## src/rtl/uart_pkg.sv

```systemverilog
`default_nettype none
// ============================================================================
//  Module      : uart_pkg
//  Description : Shared types, frame constants and parity helper for the
//                UART transmit engine.
//  Contents    : state_t     - transmit FSM state (IDLE, SHIFT)
//                FRAME_BITS  - bit times per frame, start bit included
//                START_IDX   - wire position of the start bit
//                LAST_IDX    - wire position of the final stop bit
//                par_calc()  - parity over the used data bits
//  Revision    : 1.0  initial release
// ============================================================================
package uart_pkg;

    localparam int FRAME_BITS = 11;
    localparam int START_IDX  = 0;
    localparam int LAST_IDX   = 10;

    typedef enum logic [0:0] {
        IDLE  = 1'b0,
        SHIFT = 1'b1
    } state_t;

    // Parity over the data bits that actually go on the wire. In 7-bit mode
    // bit 7 is masked off so it can never influence the parity bit.
    // ohel=1 gives odd parity, ohel=0 gives even parity.
    function automatic logic par_calc(
        input logic [7:0] data,
        input logic       eight,
        input logic       ohel
    );
        logic [7:0] w_used;
        w_used = eight ? data : {1'b0, data[6:0]};
        return (^w_used) ^ ohel;
    endfunction

endpackage
`default_nettype wire

```

## src/rtl/uart_tx_bit_time_counter.sv

```systemverilog
`default_nettype none
// ============================================================================
//  Module      : uart_tx_bit_time_counter
//  Description : Bit time counter for the transmit path. Counts
//                0..k_eff-1 while running, k_eff = max(k,1), and pulses btu
//                on the last count of every bit time. Held at 0 when idle.
//  Ports       : i_clk    - system clock, rising edge
//                i_rst_n  - asynchronous active-low reset
//                i_run    - count enable; count forced to 0 when low
//                i_k      - clocks per bit time (0 behaves as 1)
//                o_count  - current count within the bit time
//                o_btu    - one-cycle end-of-bit-time pulse
//  Revision    : 1.0  initial release
// ============================================================================
module uart_tx_bit_time_counter #(
    parameter int CNT_W = 20
) (
    input  logic             i_clk,
    input  logic             i_rst_n,
    input  logic             i_run,
    input  logic [CNT_W-1:0] i_k,
    output logic [CNT_W-1:0] o_count,
    output logic             o_btu
);

    localparam logic [CNT_W-1:0] c_one = CNT_W'(1);

    logic [CNT_W-1:0] r_count;
    logic [CNT_W-1:0] w_last;
    logic             w_btu;

    // Terminal count is k-1, except k=0 which is treated as k=1 so the
    // counter never has to wrap through the full range.
    assign w_last = (i_k == '0) ? '0 : (i_k - c_one);
    assign w_btu  = i_run && (r_count == w_last);

    always_ff @(posedge i_clk or negedge i_rst_n) begin
        if (!i_rst_n) begin
            r_count <= '0;
        end else if (!i_run || w_btu) begin
            r_count <= '0;
        end else begin
            r_count <= r_count + c_one;
        end
    end

    assign o_count = r_count;
    assign o_btu   = w_btu;

endmodule
`default_nettype wire

```

## src/rtl/uart_tx_engine.sv

```systemverilog
`default_nettype none
// ============================================================================
//  Module      : uart_tx_engine
//  Description : UART transmit engine. Accepts a byte on a load strobe and
//                sends it LSB-first as a fixed 11-bit-time frame:
//                start, 7/8 data, optional parity, stop fill.
//  Ports       : i_clk    - system clock, rising edge
//                i_rst_n  - asynchronous active-low reset
//                i_data   - byte to send (bit 7 ignored in 7-bit mode)
//                i_load   - one-cycle transmit request
//                i_k      - clocks per bit time, sampled at load
//                i_eight  - 1: 8 data bits, 0: 7 data bits
//                i_pen    - parity enable
//                i_ohel   - 1: odd parity, 0: even parity
//                o_tx     - serial line, idle high, registered
//                o_tx_rdy - idle and able to accept a load
//                o_btu    - end-of-bit-time pulse
//  Revision    : 1.0  initial release
// ============================================================================
module uart_tx_engine
    import uart_pkg::*;
#(
    parameter int CNT_W = 20
) (
    input  logic             i_clk,
    input  logic             i_rst_n,
    input  logic [7:0]       i_data,
    input  logic             i_load,
    input  logic [CNT_W-1:0] i_k,
    input  logic             i_eight,
    input  logic             i_pen,
    input  logic             i_ohel,
    output logic             o_tx,
    output logic             o_tx_rdy,
    output logic             o_btu
);

    localparam logic [3:0] c_last_idx = 4'(LAST_IDX);

    state_t                  r_state;
    state_t                  w_state_next;
    logic                    w_accept;
    logic [CNT_W-1:0]        r_k;
    logic [FRAME_BITS-1:0]   r_shift;
    logic [3:0]              r_bit_cnt;
    logic                    r_tx;
    logic [FRAME_BITS-1:0]   w_frame;
    logic                    w_par_bit;
    logic                    w_btu;
    logic                    w_run;
    logic                    w_last_bit;
    logic [CNT_W-1:0]        w_count;

    // ------------------------------------------------------------------
    // Frame build: done entirely in the load cycle, so later changes to
    // data/eight/pen/ohel cannot reach the frame in flight.
    // ------------------------------------------------------------------
    always_comb begin
        w_par_bit = i_pen ? par_calc(i_data, i_eight, i_ohel) : 1'b1;
        if (i_eight) begin
            w_frame = {1'b1, w_par_bit, i_data, 1'b0};
        end else begin
            w_frame = {2'b11, w_par_bit, i_data[6:0], 1'b0};
        end
    end

    // ------------------------------------------------------------------
    // Bit time counter
    // ------------------------------------------------------------------
    assign w_run = (r_state == SHIFT);

    uart_tx_bit_time_counter #(
        .CNT_W (CNT_W)
    ) u_btc (
        .i_clk   (i_clk),
        .i_rst_n (i_rst_n),
        .i_run   (w_run),
        .i_k     (r_k),
        .o_count (w_count),
        .o_btu   (w_btu)
    );

    assign w_last_bit = (r_bit_cnt == c_last_idx);

    // ------------------------------------------------------------------
    // FSM
    // ------------------------------------------------------------------
    always_ff @(posedge i_clk or negedge i_rst_n) begin
        if (!i_rst_n) begin
            r_state <= IDLE;
        end else begin
            r_state <= w_state_next;
        end
    end

    always_comb begin
        w_state_next = r_state;
        w_accept     = 1'b0;
        case (r_state)
            IDLE: begin
                if (i_load) begin
                    w_state_next = SHIFT;
                    w_accept     = 1'b1;
                end
            end
            SHIFT: begin
                // A load here is simply dropped: no queueing.
                if (w_btu && w_last_bit) begin
                    w_state_next = IDLE;
                end
            end
            default: begin
                w_state_next = IDLE;
            end
        endcase
    end

    // ------------------------------------------------------------------
    // Shift register, bit counter, line driver.
    // r_tx holds the bit currently on the wire; r_shift[1] is the next one.
    // Shifting fills with 1 so the line returns to idle after the frame.
    // ------------------------------------------------------------------
    always_ff @(posedge i_clk or negedge i_rst_n) begin
        if (!i_rst_n) begin
            r_k       <= '0;
            r_shift   <= '1;
            r_bit_cnt <= '0;
            r_tx      <= 1'b1;
        end else if (w_accept) begin
            r_k       <= i_k;
            r_shift   <= w_frame;
            r_bit_cnt <= '0;
            r_tx      <= w_frame[START_IDX];
        end else if (w_btu) begin
            r_shift   <= {1'b1, r_shift[FRAME_BITS-1:1]};
            r_tx      <= r_shift[1];
            r_bit_cnt <= w_last_bit ? 4'd0 : (r_bit_cnt + 4'd1);
        end
    end

    assign o_tx     = r_tx;
    assign o_tx_rdy = (r_state == IDLE);
    assign o_btu    = w_btu;

endmodule
`default_nettype wire

```

## config.mk

```make
export PLATFORM = sky130hd
export DESIGN_NAME = uart_tx_engine
export DESIGN_NICKNAME = d
export VERILOG_FILES = /design/src/rtl/uart_pkg.sv /design/src/rtl/uart_tx_bit_time_counter.sv /design/src/rtl/uart_tx_engine.sv
export SDC_FILE = /design/constraint.sdc
export NUM_CORES = 1
export LEC_CHECK = 0
export BUFFER_PORTS_ARGS = -buffer_cell sky130_fd_sc_hd__buf_2
export CORE_UTILIZATION = 40
export DETAILED_ROUTE_END_ITERATION = 10
export REMOVE_ABC_BUFFERS = 1
export SYNTH_ARGS = -nofsm -noshare
export SYNTH_HDL_FRONTEND = slang
export SYNTH_SLANG_ARGS = --single-unit
export TNS_END_PERCENT = 10
```

## constraint.sdc

```tcl
create_clock -name i_clk -period 8.1 [get_ports i_clk]
set_input_delay 2.43 -clock i_clk [delete_from_list [all_inputs] [get_ports i_clk]]
set_output_delay 2.43 -clock i_clk [all_outputs]
set_load 0.01 [all_outputs]
```

==> flow_metrics.tcl <==
set metrics [dict create \
    die_w_um 96.01 \
    yosysSeqAreaShare 0.3929 \
    area_delta_synth_final_pct 8.850 \
    die_area_sq_mm 0.009217 \
    path_cells "inv_1, ha_1, nor4b_2, nand4_1, or3_1, o211a_1, a2111oi_0, nand3_2, inv_2, buf_2" \
    h-tree-depth 2 \
    netlist.area_leader.share 0.3186 \
    arrival_ps 4460 \
    vdd_drop_max_mv 0.07314 \
    grt_pass1_vias 2917 \
    drcViolationCount 0 \
    relSlewSlack 0.2426 \
    maxCapViolations 0 \
    ant_nets 0 \
    rows 33 \
    initial_core_util 0.4217 \
    die_h_um 96.01 \
    placedCellCount 536 \
    fin_tns_setup_ps 0 \
    clkLatencyLatePin_ps 310 \
    yosysUniqueCellTypes 64 \
    synth_seq_cells 55 \
    leakage_nw 1.669 \
    instances_no_fill 544 \
    maxSlewViolCount 0 \
    avgRoutedWirePerCell_um 15.59 \
    num_antenna_cells 0 \
    place_hpwl_mm 5.905 \
    io_pins 37 \
    layout_setup_ws_ps 1210 \
    ys_top_cells_by_area "dfrtp_1, nand2_1, dfstp_2" \
    critPathMaxFanout 16 \
    numCtsBuffers 5 \
    report.final.hold_viol_count 0 \
    rsz0062_at_grt "false" \
    yosysWarnings 0 \
    slowest_delay_ps 760 \
    synth_ff_type "dfrtp_1" \
    min_period_over_period 0.8507 \
    globalRouteTotalUtil 0.2035 \
    postSynthAreaPerCell_sq_um 8.517 \
    async_flop_share 1.000 \
    p_per_area_mw_per_mm2 158.6 \
    port_buffers 36 \
    drtIter0Drc 213 \
    drive_gt1_frac 0.1617 \
    fin_skew_ps 7.100 \
    whs_ps 483.3 \
    yosysMostFrequentCell "nand2_1" \
    clk_pin_slew_ps 100 \
    viasPerCell 5.550 \
    grt_pass1_wl_mm 14.20 \
    cts_sinks 55 \
    synthCells 415 \
    grt_overflow 0 \
    cts_tree "done" \
    antenna_found_initial 0 \
    required_ps 5670 \
    hold_class "flip-flop to flip-flop" \
    fmax_mhz 145.1 \
    start_kind "flip-flop" \
    syn-cell-area_sq_mm 0.003535 \
    vias 3019 \
    root_buffer "clkbuf_8" \
    cts-resized-gates 0 \
    synth_top_cell_by_area "dfrtp_1" \
    critical_path_class "flip-flop to primary output" \
    status "completed" \
    core_sq_mm 0.008382 \
    postCtsSetupBuffers 0 \
    setup_viol 0 \
    gp_congestion 0.8283 \
    wirelength_mm 8.479 \
    cts_max_path_buffers 2 \
    worst_pin_slew_ps 1133 \
    slowest_stage "nor4b_2" \
    grt_max_degree 56 \
    fin_nets 476 \
    first_pass_iters 4 \
    endpoint_kind "primary output" \
    pre_cts_ws_ps 1680 \
    ctsHoldBuffers 0 \
    finalCriticalPeriod_ps 6890 \
    yosys-top-cells-count "nand2_1, dfrtp_1, nor2_1" \
    synth_edf_count 0 \
]
power breakdown:
part	total [mW]	switching, mW	internal (mW)
sequential	0.335	0.0401	0.295
clock	0.162	0.0921	0.0704
combinational	0.112	0.0582	0.0541
per-stage QoR:
step	total power [mW]	utilization	cell area, sq um
3_3_place_gp	0.4496	0.4477	3752
5_1_grt	0.6433	0.4590	3847
4_1_cts	0.6167	0.4590	3847
2_1_floorplan	0.4092	-	3423
3_5_place_dp	0.4509	0.4477	3752
6_report	0.6101	0.4590	3847
layer usage:
layer,wire [um],GRT usage,vias to the layer above
li1,-,-,1490
met1,4055,0.2779,1427
met2,3864,0.3215,83
met3,332,0.03397,19
met4,227,0.07836,0
met5,0,0,-
worst paths after layout:
path	startpoint	to	slack, ps	depth (start not counted)
setup / recovery	r_k[0]$_DFFE_PN0P_	o_btu	1210	10
hold / removal	r_shift[6]$_DFFE_PN1P_	r_shift[5]$_DFFE_PN1P_	480	2
setup reg to reg	r_k[0]$_DFFE_PN0P_	r_shift[8]$_DFFE_PN1P_	3790	11
hold reg to reg	r_shift[6]$_DFFE_PN1P_	r_shift[5]$_DFFE_PN1P_	480	2
max in group asynchronous	i_rst_n	r_k[3]$_DFFE_PN0P_	5380	2
min in group asynchronous	i_rst_n	r_k[5]$_DFFE_PN0P_	2230	2
cell type report:
type	count	area, sq um
fillers	838	4534
multi-input cells	330	2007
flip-flops and latches	55	1389
repair buffers	38	195.2
well taps	105	131.4
clock buffers	7	86.33
inverters	8	30.03
clock inverters	1	8.758
cell usage in the layout, fill, tap and decap left out, types with 2 or more instances in the layout:
cell / netlist / final
nand2_1: 88 / 88
dfrtp_1: 45 / 45
buf_2: 5 / 36
nor2_1: 35 / 35
nand3_1: 33 / 33
xnor2_1: 24 / 24
xor2_1: 21 / 21
nand4_1: 13 / 13
nor3_1: 13 / 13
o21ai_0: 11 / 11
dfstp_2: 10 / 10
inv_1: 7 / 7
or3_1: 7 / 7
and3_1: 7 / 7
a21oi_1: 6 / 6
clkbuf_8: 0 / 6
nand3b_1: 5 / 5
nor4_1: 4 / 4
nand4b_1: 4 / 4
ha_1: 4 / 4
or2_2: 3 / 3
a211oi_1: 3 / 3
mux2i_1: 3 / 3
nor3_2: 2 / 2
o221ai_1: 2 / 2
and4_1: 2 / 2
o211ai_1: 2 / 2
a21o_1: 2 / 2
o21bai_1: 2 / 2
o311a_1: 2 / 2
o22ai_1: 2 / 2
buf_4: 2 / 2
worst max-delay path: cells and delay by family, from the launching register on:
family                     cells  cell delay [ps]
and+or+nand+nor                4             2190
buffers and inverters          3              630
adders and majority gates      1              280
DFF                            1              430
AOI/OAI and AO/OA              2              610
sequential cells by signal, indices dropped and copies added, names as in the netlist:
register       count
r_bit_cnt          4
r_state            1
r_shift           10
r_k               20
u_btc.o_count     20
kinds of logic (layout without fill, tap and decap cells):
| group | Yosys count | count (layout) | share of synthesized area |
|---|---|---|---|
| adder cells (fa/ha/maj) | 4 | 4 | 0.01416 |
| AND/OR/NAND/NOR | 229 | 229 | 0.3260 |
| flip-flops | 55 | 55 | 0.3929 |
| buffers and inverters | 30 | 54 | 0.04000 |
| multiplexers | 3 | 3 | 0.008496 |
| XOR/XNOR | 46 | 46 | 0.1179 |
| AO/OA/AOI/OAI | 48 | 48 | 0.1005 |
(Power assumes the default switching activity.)
